`config.mk`:
```
export PLATFORM = sky130hd
export DESIGN_NAME = dgen_rot_uni
export DESIGN_NICKNAME = d
export VERILOG_FILES = /design/src/rtl/dgen_rot_uni.sv
export SDC_FILE = /design/constraint.sdc
export NUM_CORES = 1
export LEC_CHECK = 0
export ABC_CLOCK_PERIOD_IN_PS = 3040
export BUFFER_PORTS_ARGS = -buffer_cell sky130_fd_sc_hd__buf_2
export CELL_PAD_IN_SITES_DETAIL_PLACEMENT = 2
export CELL_PAD_IN_SITES_GLOBAL_PLACEMENT = 2
export CORE_MARGIN = 2
export CORE_UTILIZATION = 35
export DETAILED_ROUTE_END_ITERATION = 8
export PLACE_DENSITY_LB_ADDON = 0.1
export SLEW_MARGIN = 20
export SYNTH_ARGS = -nofsm -noshare
export SYNTH_HDL_FRONTEND = slang
export SYNTH_SLANG_ARGS = --single-unit
```
`constraint.sdc`:
```
create_clock -name clk -period 3.04 [get_ports clk]
set_input_delay 0.304 -clock clk [delete_from_list [all_inputs] [get_ports clk]]
set_output_delay 0.304 -clock clk [all_outputs]
set_load 0.03 [all_outputs]
```
`src/rtl/dgen_rot_uni.sv`:
```
// Rotated unipolar bitstream encoder: two comparator streams whose
// AND over the full run carries exactly A*B ones.
module dgen_rot_uni #(
  parameter int DATAWD = 8
) (
  input  logic              clk,
  input  logic              rst,
  input  logic              in_valid,
  output logic              in_ready,
  input  logic [DATAWD-1:0] iA,
  input  logic [DATAWD-1:0] iB,
  output logic              out_valid,
  input  logic              out_ready,
  output logic              bitA,
  output logic              bitB,
  output logic              last,
  output logic              busy
);

  localparam logic [DATAWD-1:0]   CMAX = '1;
  localparam logic [2*DATAWD-1:0] BMAX = '1;

  typedef enum logic {IDLE, RUN} st_t;

  st_t state_q, state_d;

  logic [DATAWD-1:0]   a_q, a_d;
  logic [DATAWD-1:0]   b_q, b_d;
  logic [DATAWD-1:0]   ca_q, ca_d;
  logic [DATAWD-1:0]   cb_q, cb_d;
  logic [2*DATAWD-1:0] bc_q, bc_d;
  logic                bita_q, bita_d;
  logic                bitb_q, bitb_d;
  logic                last_q, last_d;

  logic take;
  logic acc;

  assign take = in_valid & (state_q == IDLE);
  assign acc  = out_ready & (state_q == RUN);

  always_ff @(posedge clk) begin
    if (rst) state_q <= IDLE;
    else     state_q <= state_d;
  end

  always_comb begin
    state_d = state_q;
    unique case (state_q)
      IDLE: if (in_valid) state_d = RUN;
      RUN:  if (out_ready && last_q) state_d = IDLE;
    endcase
  end

  always_comb begin
    in_ready  = (state_q == IDLE);
    out_valid = (state_q == RUN);
    busy      = (state_q != IDLE);
  end

  // Output bits are registered from the counter values of the next beat.
  always_comb begin
    a_d    = a_q;
    b_d    = b_q;
    ca_d   = ca_q;
    cb_d   = cb_q;
    bc_d   = bc_q;
    bita_d = bita_q;
    bitb_d = bitb_q;
    last_d = last_q;
    if (take) begin
      a_d    = iA;
      b_d    = iB;
      ca_d   = '0;
      cb_d   = '0;
      bc_d   = '0;
      bita_d = (iA > '0);
      bitb_d = (iB > '0);
      last_d = 1'b0;
    end else if (acc) begin
      if (last_q) begin
        bita_d = 1'b0;
        bitb_d = 1'b0;
        last_d = 1'b0;
      end else begin
        ca_d   = ca_q + 1'b1;
        // B holds once per A period, rotating its phase.
        cb_d   = (ca_q == CMAX) ? cb_q : cb_q + 1'b1;
        bc_d   = bc_q + 1'b1;
        bita_d = (a_q > ca_d);
        bitb_d = (b_q > cb_d);
        last_d = (bc_d == BMAX);
      end
    end
  end

  always_ff @(posedge clk) begin
    if (rst) begin
      a_q    <= '0;
      b_q    <= '0;
      ca_q   <= '0;
      cb_q   <= '0;
      bc_q   <= '0;
      bita_q <= 1'b0;
      bitb_q <= 1'b0;
      last_q <= 1'b0;
    end else begin
      a_q    <= a_d;
      b_q    <= b_d;
      ca_q   <= ca_d;
      cb_q   <= cb_d;
      bc_q   <= bc_d;
      bita_q <= bita_d;
      bitb_q <= bitb_d;
      last_q <= last_d;
    end
  end

  assign bitA = bita_q;
  assign bitB = bitb_q;
  assign last = last_q;

endmodule
```
==> summary.txt, run 1 <==
Clock tree
  – CTS Root Cell: clkbuf_8
  – # clock sinks: between 50 and 60
  – CTS Buffer Depth: 2
  – Clk slew on worst S/H paths: 0.09 ns
  – Post-CTS Hold Buffers: 0
  – H-tree levels: 2
  – # resized after CTS: 0
  – CTS tree: done
  – CTS Buf Count: 5
  – # Post-CTS Setup Buffers: 0
  – Clk_lat worst skew: between 0.3 and 0.4 ns

Global route
  – M2 GR Usage: 0.331
  – Vias in the first global route: ~2800
  – Busiest grt layer: met2
  – Met3 usage: 0.0332
  – Total grt overflow: 0
  – Initial antenna violation count: 0
  – First-pass GRT wire length: 13.0 mm
  – Gr usage total: 0.181
  – M1 GR Usage: 0.221
  – Pin count of the biggest net entering global routing: 34

Pwr
  – Seq pwr share: 0.546
  – Power after layout: approximately 1.3 mW
  – Clock power frac: 0.328
  – Switching Fraction: 0.263
  – Maximum vdd ir drop: 0.167 mV
  – Pleak: around 1.2 nW
  – Comb pwr share: 0.127
  – Switching pwr: between 300 and 400 uW
  – Pwr per Cell Area: 402 mW/mm2
  – Pint: 967 uW

Finish
  – Final net count: 425
  – Area Overhead vs Synth: 12.3%
  – Ratio of cells with drive above 1 in the final layout: 0.122
  – ANT cells: 0

Logic synthesis
  – Dominant synthesized flop cell: dfxtp_1
  – Yosys reg bits: between 50 and 60
  – Syn nets: approximately 410
  – Synth unique cells: 40
  – Post-synth top cells: nand2_1, dfxtp_1, nor2_1
  – Number of synthesized flops with an enable pin: 0
  – Most numerous cell in the Yosys netlist: nand2_1
  – Avg Cell Area, Syn: 7.94 um2
  – Async set-reset flop share out of synthesis: 0
  – Share of the synthesized area in the top cell type: 0.358
  – Gate Count Post-Synth: about 370
  – Sequential area share after synthesis: 0.358
  – Ranking of synthesized cells by area: dfxtp_1, ha_1, nand2_1
  – Warnings from Yosys: 0
  – Yosys top cell by area: dfxtp_1
  – Netlist Area Pre-Place: 0.00291 mm2

Place
  – Routability cong.: 0.778
  – HPWL after DPL: 5.65 mm
  – IO Port Bufs: 25

Detailed routing
  – Initial DRC count: 52
  – Antenna-violating nets left: 0
  – Wire length per cell: approximately 16 um
  – Post-route DRC: 0
  – Drt total wl: 7.61 mm
  – Drt first pass iters: 2
  – Via count: around 2600
  – Vias per cell: 5.29

STA
  – Hold Vio Cnt, Final: 0
  – Slew headroom: 0.484
  – Slew @ Worst Pin: 0.767 ns
  – RSZ-0062 raised after global routing: no
  – Final Critical Period: roughly 2.8 ns
  – Final Cycle Share: 0.916
  – Max Clk Rate: 0.359 GHz
  – Final Max Tran Viols: 0
  – Setup TNS: 0 ns
  – Worst Skew: 0.00753 ns
  – Setup-failing EPs final: 0

Run status
  – Status: finished clean

Setup path
  – CP Class: flop to flop
  – Worst Path Required: 3.23 ns
  – Arrival time worst endpoint: 2.98 ns
  – CP top delay family: compound AO/OA/AOI/OAI gates
  – Critical Path Max Stage Delay: 0.41 ns
  – Most Frequent Cell on Critical Path: a21o_1
  – CP bufs+invs: 0
  – Worst-path fanout max: 6
  – CP cell instances: ha_1 -> nand3_2 -> o311ai_2 -> xor2_1 -> ha_1 -> a21o_1 -> a21o_1 -> a21o_1 -> a211oi_1 -> o22ai_1
  – Endpoint class of the critical path: flop
  – Critical path's slowest cell: dfxtp_1
  – Startpoint types: flop

Die
  – Num ports: 26
  – Starting Density: 0.357
  – Die width: 95.1 um
  – Die H: 95.1 um
  – Core area: 0.00813 mm2
  – Rows: 33
  – Die footprint: approximately 0.009 mm2

Run
  – Max_cap viols: 0

Worst hold path
  – Worst hold path type: input pin to flop
==> worst min-delay path, cell delays in order <==
cell	delay, ns
buf_2	0.10
nand2_1	0.05
a21oi_1	0.05
==> final cells by class <==
cell class / instances / area, um2
Clock buffer: 7 / 96.3
Fill cell: 956 / 4870
Inverter: 11 / 41.3
Multi-Input combinational cell: 284 / 1780
Sequential cell: 52 / 1040
Tap cell: 105 / 131
Timing Repair Buffer: 31 / 170
==> per-layer routing <==
layer  vias up  wire (um)
li1       1288          -
met3         6        247
met4         0         57
met5         -          0
met2        33       3800
met1      1265       3510
==> stage by stage <==
step / worst slack (ns) / instances / hold slack, ns / utilization / area, um2
after floorplan: 0.425 / 366 / 0.436 / - / 2910
after global placement: 0.301 / 483 / 0.446 / 0.385 / 3130
after detailed placement: 0.153 / 483 / 0.461 / 0.385 / 3130
after CTS: 0.0998 / 490 / 0.240 / 0.397 / 3230
after global routing: 0.0100 / 490 / 0.242 / 0.401 / 3260
final: 0.255 / 490 / 0.243 / 0.401 / 3260
==> worst paths after layout <==
path                              start     end  slack, ns  cells past startpoint
worst max-delay path            ca_q[0]    bitB       0.26                     10
worst min-delay path              iA[0]  a_q[0]       0.24                      3
worst max register to register  ca_q[0]    bitB       0.26                     10
worst min register to register   a_q[3]  a_q[3]       0.47                      2
==> state kept, by name, summed over array words and instances, names as in the netlist <==
signal and cells:
busy 1, ca_q 8, bc_q 16, a_q 8, last 1, b_q 8, bitB 1, bitA 1
cb_q 8
==> kinds of logic after synthesis <==
family	after synthesis	share of synthesized area
AO/OA/AOI/OAI	60	0.126
XOR/XNOR	38	0.115
multiplexers	2	0.00732
flip-flops	52	0.358
adder cells (fa/ha/maj)	20	0.0861
AND/OR/NAND/NOR	164	0.268
buffers and inverters	30	0.0401
==> power by group through the flow <==
stage | Combinational (mW) | Sequential [mW] | Clock (mW)
6_report | 0.166 | 0.715 | 0.430
5_1_grt | 0.190 | 0.719 | 0.476
4_1_cts | 0.170 | 0.716 | 0.450
3_5_place_dp | 0.168 | 0.732 | 0
3_3_place_gp | 0.162 | 0.731 | 0
2_1_floorplan | 0.106 | 0.735 | 0
==> cell usage in the layout (no fill, tap or decap), types with 3 or more instances in the layout <==
master / instances
and2_1: 3
nor3_1: 8
nor4_1: 6
a21o_1: 6
nand3_1: 11
buf_2: 25
dfxtp_1: 52
clkbuf_8: 7
xnor2_1: 18
a31oi_1: 4
xor2_1: 20
nor2b_1: 4
ha_1: 20
and3_1: 7
a211oi_1: 5
o21ai_0: 7
nor2_1: 38
a21oi_1: 27
inv_1: 11
buf_4: 6
nand2_1: 62
or3_1: 3
o22ai_1: 3
nand4_1: 7
Power figures use the tool's default switching activity.
==> inputs of run 2 (changes only) <==
--- a/config.mk
+++ b/config.mk
@@ -6,12 +6,12 @@
 export NUM_CORES = 1
 export LEC_CHECK = 0
 export ABC_CLOCK_PERIOD_IN_PS = 3040
-export BUFFER_PORTS_ARGS = -buffer_cell sky130_fd_sc_hd__buf_2
 export CELL_PAD_IN_SITES_DETAIL_PLACEMENT = 2
 export CELL_PAD_IN_SITES_GLOBAL_PLACEMENT = 2
 export CORE_MARGIN = 2
-export CORE_UTILIZATION = 35
+export CORE_UTILIZATION = 38
 export DETAILED_ROUTE_END_ITERATION = 8
+export DONT_BUFFER_PORTS = 1
 export PLACE_DENSITY_LB_ADDON = 0.1
 export SLEW_MARGIN = 20
 export SYNTH_ARGS = -nofsm -noshare
==> summary.txt, run 2 (synthesis results as in run 1) <==
Run status
  – Status: finished clean

Setup path
  – Most Frequent Cell on Critical Path: ha_1
  – Startpoint types: flop
  – Arrival time worst endpoint: 3.00 ns (+0.02 ns)
  – Worst-path fanout max: 7 (+1)
  – CP Class: flop to flop
  – CP top delay family: simple AND/OR/NAND/NOR gates
  – Endpoint class of the critical path: flop
  – Critical path's slowest cell: or3_4
  – Critical Path Max Stage Delay: 0.54 ns (+0.13 ns)
  – R2R depth: 10 (unchanged)
  – CP cell instances: ha_1 -> nand3_1 -> or3_4 -> mux2i_1 -> ha_1 -> nor2b_1 -> o21ai_0 -> a21oi_1 -> a211oi_1 -> o22ai_1
  – Critical Path Stages: 10 (unchanged)
  – CP bufs+invs: 0 (unchanged)
  – Worst Path Required: 3.22 ns (about the same)

STA
  – Slew headroom: 0.376 (-0.107)
  – Final Max Tran Viols: 0 (unchanged)
  – Slew @ Worst Pin: 0.927 ns (+0.160 ns)
  – Worst Skew: 0.0129 ns (+0.00533 ns)
  – Max Clk Rate: 0.356 GHz (-0.98%)
  – Hold Vio Cnt, Final: 0 (unchanged)
  – Final Cycle Share: 0.925 (+0.00908)
  – Hold slack: 0.0593 ns (-0.184 ns)
  – Setup TNS: 0 ns (unchanged)
  – Final Critical Period: 2.81 ns (+0.0276 ns)
  – Setup-failing EPs final: 0 (unchanged)

Worst hold path
  – Worst hold path type: input pin to flop
  – Worst hold path cell count: 1 (-2)

Place
  – HPWL after DPL: 5.54 mm (-1.9%)
  – Placement Cell Area: 0.00300 mm2 (-4.2%)
  – Post-Place Cells: 452 (-6.4%)
  – Routability cong.: 0.744 (-4.3%)
  – IO Port Bufs: 0 (-100%)

Finish
  – Largest Register: bc_q
  – Ratio of cells with drive above 1 in the final layout: 0.0529 (-0.0692)
  – Max FFs per register: 16 (unchanged)
  – Final Core Density: 0.424 (+0.0231)
  – ANT cells: 0 (unchanged)
  – Non-Filler Cell Area, Final: 0.00311 mm2 (-4.7%)
  – Final net count: 400 (-5.9%)
  – Final std cells w/o fill: 458 (-6.5%)
  – Most common cell after layout, fill and taps aside: nand2_1
  – Area Overhead vs Synth: 7.06%
  – Commonest non-fill, non-tap cells in the layout: nand2_1, dfxtp_1, nor2_1

Detailed routing
  – Drt total wl: 7.58 mm (-0.39%)
  – Drt first pass iters: 4 (+2)
  – Via count: 2500 (-3.5%)
  – Wire length per cell: 16.6 um (+6.6%)
  – Vias per cell: 5.46 (+3.2%)
  – Post-route DRC: 0 (unchanged)
  – Initial DRC count: 80 (+54%)
  – Antenna-violating nets left: 0 (unchanged)

Global route
  – Gr usage total: 0.191 (+0.00994)
  – Total grt overflow: 0 (unchanged)
  – Vias in the first global route: 2651 (-3.6%)
  – Initial antenna violation count: 0 (unchanged)
  – Pin count of the biggest net entering global routing: 34 (unchanged)
  – First-pass GRT wire length: 12.9 mm (-1.3%)

Die
  – Die width: 91.4 um (-3.9%)
  – Starting Density: 0.396 (+0.0391)
  – Die H: 91.4 um (-3.9%)
  – Num ports: 26 (unchanged)
  – Rows: 31 (-6.1%)
  – Die footprint: 0.00836 mm2 (-7.6%)
  – Core area: 0.00733 mm2 (-9.9%)

Clock tree
  – CTS Buffer Depth: 2 (unchanged)
  – # Post-CTS Setup Buffers: 0 (unchanged)
  – # resized after CTS: 0 (unchanged)
  – H-tree levels: 2 (unchanged)
  – CTS Root Cell: clkbuf_8
  – Clk_lat worst skew: 0.31 ns (about the same)
  – CTS tree: done
  – # clock sinks: 52 (unchanged)
  – CTS Buf Count: 5 (unchanged)
  – Clk slew on worst S/H paths: 0.09 ns (about the same)
  – Post-CTS Hold Buffers: 0 (unchanged)

Run
  – Max_cap viols: 0 (unchanged)

Pwr
  – Maximum vdd ir drop: 0.241 mV (+44%)
  – Pwr per Cell Area: 426 mW/mm2 (+5.9%)
  – Pleak: 1.08 nW (-8.8%)
run 2: cell types whose count changed in the layout (fill, tap and decap cells not counted), sizes merged:
| cell | previous run | this run |
|---|---|---|
| clkbuf | 7 | 5 |
| buf | 31 | 6 |
| bufinv | 0 | 1 |
run 2: where the power goes:
group	switching (mW)	leakage, nW	internal, mW	total [mW]
combinational	0.0833	0.609	0.0513	0.135
sequential	0.0224	0.422	0.700	0.723
clock	0.230	0.0501	0.237	0.467
run 2: worst paths after layout:
kind,end,startpoint,slack (ns)
max,bitB,ca_q[0],0.23
min,a_q[4],rst,0.06
max reg2reg,bitB,ca_q[0],0.23
min reg2reg,a_q[0],a_q[0],0.45
run 2: final cells by class:
type	count	area, um2
tap	99	124
timing repair buffer	6	45.0
fill	837	4220
sequential	52	1040
clock buffer	5	68.8
inverter	11	41.3
multi-input combinational	284	1760
clock inverter	1	30.0
run 2: per-layer routing:
metal,global-route usage,up-vias,wire [um]
li1,-,1238,-
met1,0.249,1247,3610
met2,0.332,11,3800
met3,0.0332,4,111
met4,0.0379,0,58
met5,0,-,0
run 2: through the flow:
step / setup WS, ns / power [mW]
finish: 0.228 / 1.32
CTS: 0.124 / 1.35
detailed placement: 0.202 / 0.874
global placement: 0.373 / 0.868
floorplan: 0.425 / 0.841
global route: -0.00489 / 1.40
==> inputs of run 3 (changes only) <==
--- a/config.mk
+++ b/config.mk
@@ -6,13 +6,14 @@
 export NUM_CORES = 1
 export LEC_CHECK = 0
 export ABC_CLOCK_PERIOD_IN_PS = 3040
+export CAP_MARGIN = 20
 export CELL_PAD_IN_SITES_DETAIL_PLACEMENT = 2
 export CELL_PAD_IN_SITES_GLOBAL_PLACEMENT = 2
 export CORE_MARGIN = 2
 export CORE_UTILIZATION = 38
 export DETAILED_ROUTE_END_ITERATION = 8
 export DONT_BUFFER_PORTS = 1
-export PLACE_DENSITY_LB_ADDON = 0.1
+export PLACE_DENSITY_LB_ADDON = 0.15
 export SLEW_MARGIN = 20
 export SYNTH_ARGS = -nofsm -noshare
 export SYNTH_HDL_FRONTEND = slang
==> summary.txt, run 3 (synthesis results as in run 1) <==
STA
  – RSZ-0062 raised after global routing: no
  – Setup TNS: 0 ns (unchanged)
  – Slew headroom: 0.446 (+0.0700)
  – Final Cycle Share: 0.884 (-0.0413)
  – Max Clk Rate: 0.372 GHz (+4.7%)
  – Worst Skew: 0.00866 ns (-0.00420 ns)
  – Final Critical Period: 2.69 ns (-0.125 ns)
  – Slew @ Worst Pin: 0.823 ns (-0.104 ns)
  – Setup-failing EPs final: 0 (unchanged)
  – Hold Vio Cnt, Final: 0 (unchanged)
  – Final Max Tran Viols: 0 (unchanged)

Die
  – Die H: 91.4 um (unchanged)
  – Rows: 31 (unchanged)
  – Die footprint: 0.00836 mm2 (unchanged)
  – Starting Density: 0.396 (unchanged)
  – Num ports: 26 (unchanged)
  – Die width: 91.4 um (unchanged)
  – Core area: 0.00733 mm2 (unchanged)

Finish
  – Largest Register: bc_q
  – Most common cell after layout, fill and taps aside: nand2_1
  – Area Overhead vs Synth: 6.76%
  – Commonest non-fill, non-tap cells in the layout: nand2_1, dfxtp_1, nor2_1
  – FF/Latch Area: 0.00104 mm2 (unchanged)
  – Multi-input logic area: 0.00177 mm2 (+0.28%)
  – ANT cells: 0 (unchanged)
  – Final net count: 401 (+0.25%)
  – Max FFs per register: 16 (unchanged)
  – Fill cells: 850 (+1.6%)
  – Final Core Density: 0.423 (-0.00119)
  – Ratio of cells with drive above 1 in the final layout: 0.0582 (+0.00525)

Setup path
  – Worst-path fanout max: 7 (unchanged)
  – Critical Path Max Stage Delay: 0.49 ns (-0.05 ns)
  – Most Frequent Cell on Critical Path: ha_1
  – CP bufs+invs: 0 (unchanged)
  – CP cell instances: ha_1 -> nand3_2 -> or3_4 -> mux2i_1 -> ha_1 -> nor2b_1 -> o21ai_0 -> a21oi_1 -> a211oi_1 -> o22ai_1
  – Worst Path Required: 3.23 ns (about the same)
  – CP Class: flop to flop
  – Endpoint class of the critical path: flop
  – Critical path's slowest cell: or3_4
  – Startpoint types: flop
  – Arrival time worst endpoint: 2.88 ns (-0.12 ns)
  – CP top delay family: simple AND/OR/NAND/NOR gates

Clock tree
  – CTS Buf Count: 5 (unchanged)
  – Post-CTS Hold Buffers: 0 (unchanged)
  – CTS Root Cell: clkbuf_8
  – CTS tree: done
  – CTS Buffer Depth: 2 (unchanged)
  – # Post-CTS Setup Buffers: 0 (unchanged)
  – Clk_lat worst skew: 0.30 ns (about the same)
  – Clk slew on worst S/H paths: 0.10 ns (about the same)
  – # resized after CTS: 0 (unchanged)
  – # clock sinks: 52 (unchanged)
  – H-tree levels: 2 (unchanged)

Pwr
  – Power after layout: 1.25 mW (-5.9%)
  – Pwr per Cell Area: 402 mW/mm2 (-5.7%)
  – Switching Fraction: 0.270 (+0.0169)
  – Switching pwr: 337 uW (+0.36%)
  – Maximum vdd ir drop: 0.153 mV (-37%)
  – Seq pwr share: 0.581 (+0.035)
  – Comb pwr share: 0.107 (+0.005)
  – Pint: 909 uW (-8.1%)
  – Clock power frac: 0.313 (-0.039)
  – Pleak: 1.08 nW (-0.33%)

Run status
  – Status: finished clean

Global route
  – Gr usage total: 0.193 (+0.00182)
  – Pin count of the biggest net entering global routing: 34 (unchanged)
  – Vias in the first global route: 2803 (+5.7%)
  – Initial antenna violation count: 0 (unchanged)
  – First-pass GRT wire length: 13.2 mm (+2.6%)
  – Total grt overflow: 0 (unchanged)

Detailed routing
  – Antenna-violating nets left: 0 (unchanged)
  – Wire length per cell: 16.4 um (-0.72%)
  – Drt total wl: 7.56 mm (-0.29%)
  – Vias per cell: 5.41 (-0.95%)
  – Post-route DRC: 0 (unchanged)
  – Via count: 2487 (-0.52%)
  – Drt first pass iters: 4 (unchanged)
  – Initial DRC count: 71 (-11%)

Place
  – IO Port Bufs: 0 (unchanged)
  – HPWL after DPL: 5.83 mm (+5.1%)
  – Routability cong.: 0.720 (-3.2%)

Worst hold path
  – Worst hold path type: input pin to flop

Run
  – Max_cap viols: 0 (unchanged)
-- run 3: cell count changes in the layout (fill, tap and decap cells not counted) --
cell	previous run	this run
buf_4	6	7
bufinv_16	1	0
clkbuf_1	0	1
clkinv_2	0	1
nand3_1	12	11
nand3_2	0	1
-- run 3: layout make-up --
| cell class | instances | share of cell area |
|---|---|---|
| multi-input combinational | 284 | 0.569 |
| sequential | 52 | 0.336 |
| tap | 99 | 0.0399 |
| clock buffer | 6 | 0.0234 |
| timing repair buffer | 7 | 0.0169 |
| inverter | 11 | 0.0133 |
| clock inverter | 1 | 0.00161 |
-- run 3: metrics by stage --
stage / hold slack (ns) / area, um2 / instances / setup WS [ns]
after floorplan: 0.436 / 2910 / 366 / 0.425
after global placement: 0.376 / 3010 / 453 / 0.359
after detailed placement: 0.377 / 3010 / 453 / 0.161
after CTS: 0.0440 / 3080 / 460 / 0.153
after global routing: 0.0371 / 3100 / 460 / 0.0899
final: 0.0540 / 3100 / 460 / 0.353
-- run 3: layer usage --
| metal | track usage | up-vias | wire length, um |
|---|---|---|---|
| met5 | 0 | - | 0 |
| met4 | 0.0391 | 0 | 52 |
| met3 | 0.0299 | 4 | 136 |
| met2 | 0.349 | 12 | 3830 |
| met1 | 0.242 | 1224 | 3550 |
| li1 | - | 1247 | - |
-- run 3: path summary, 6_finish.rpt --
| check | depth (start not counted) | start | slack [ns] | endpoint |
|---|---|---|---|---|
| max | 10 | ca_q[0] | 0.35 | bitB |
| max reg2reg | 10 | ca_q[0] | 0.35 | bitB |
| min | 1 | rst | 0.05 | a_q[6] |
| min reg2reg | 2 | b_q[0] | 0.46 | b_q[0] |
-- run 3: power by group through the flow --
stage | sequential (mW) | combinational, mW | clock [mW]
6_report | 0.724 | 0.133 | 0.389
5_1_grt | 0.727 | 0.155 | 0.432
3_3_place_gp | 0.739 | 0.128 | 0
4_1_cts | 0.724 | 0.136 | 0.403
3_5_place_dp | 0.740 | 0.136 | 0
2_1_floorplan | 0.735 | 0.106 | 0
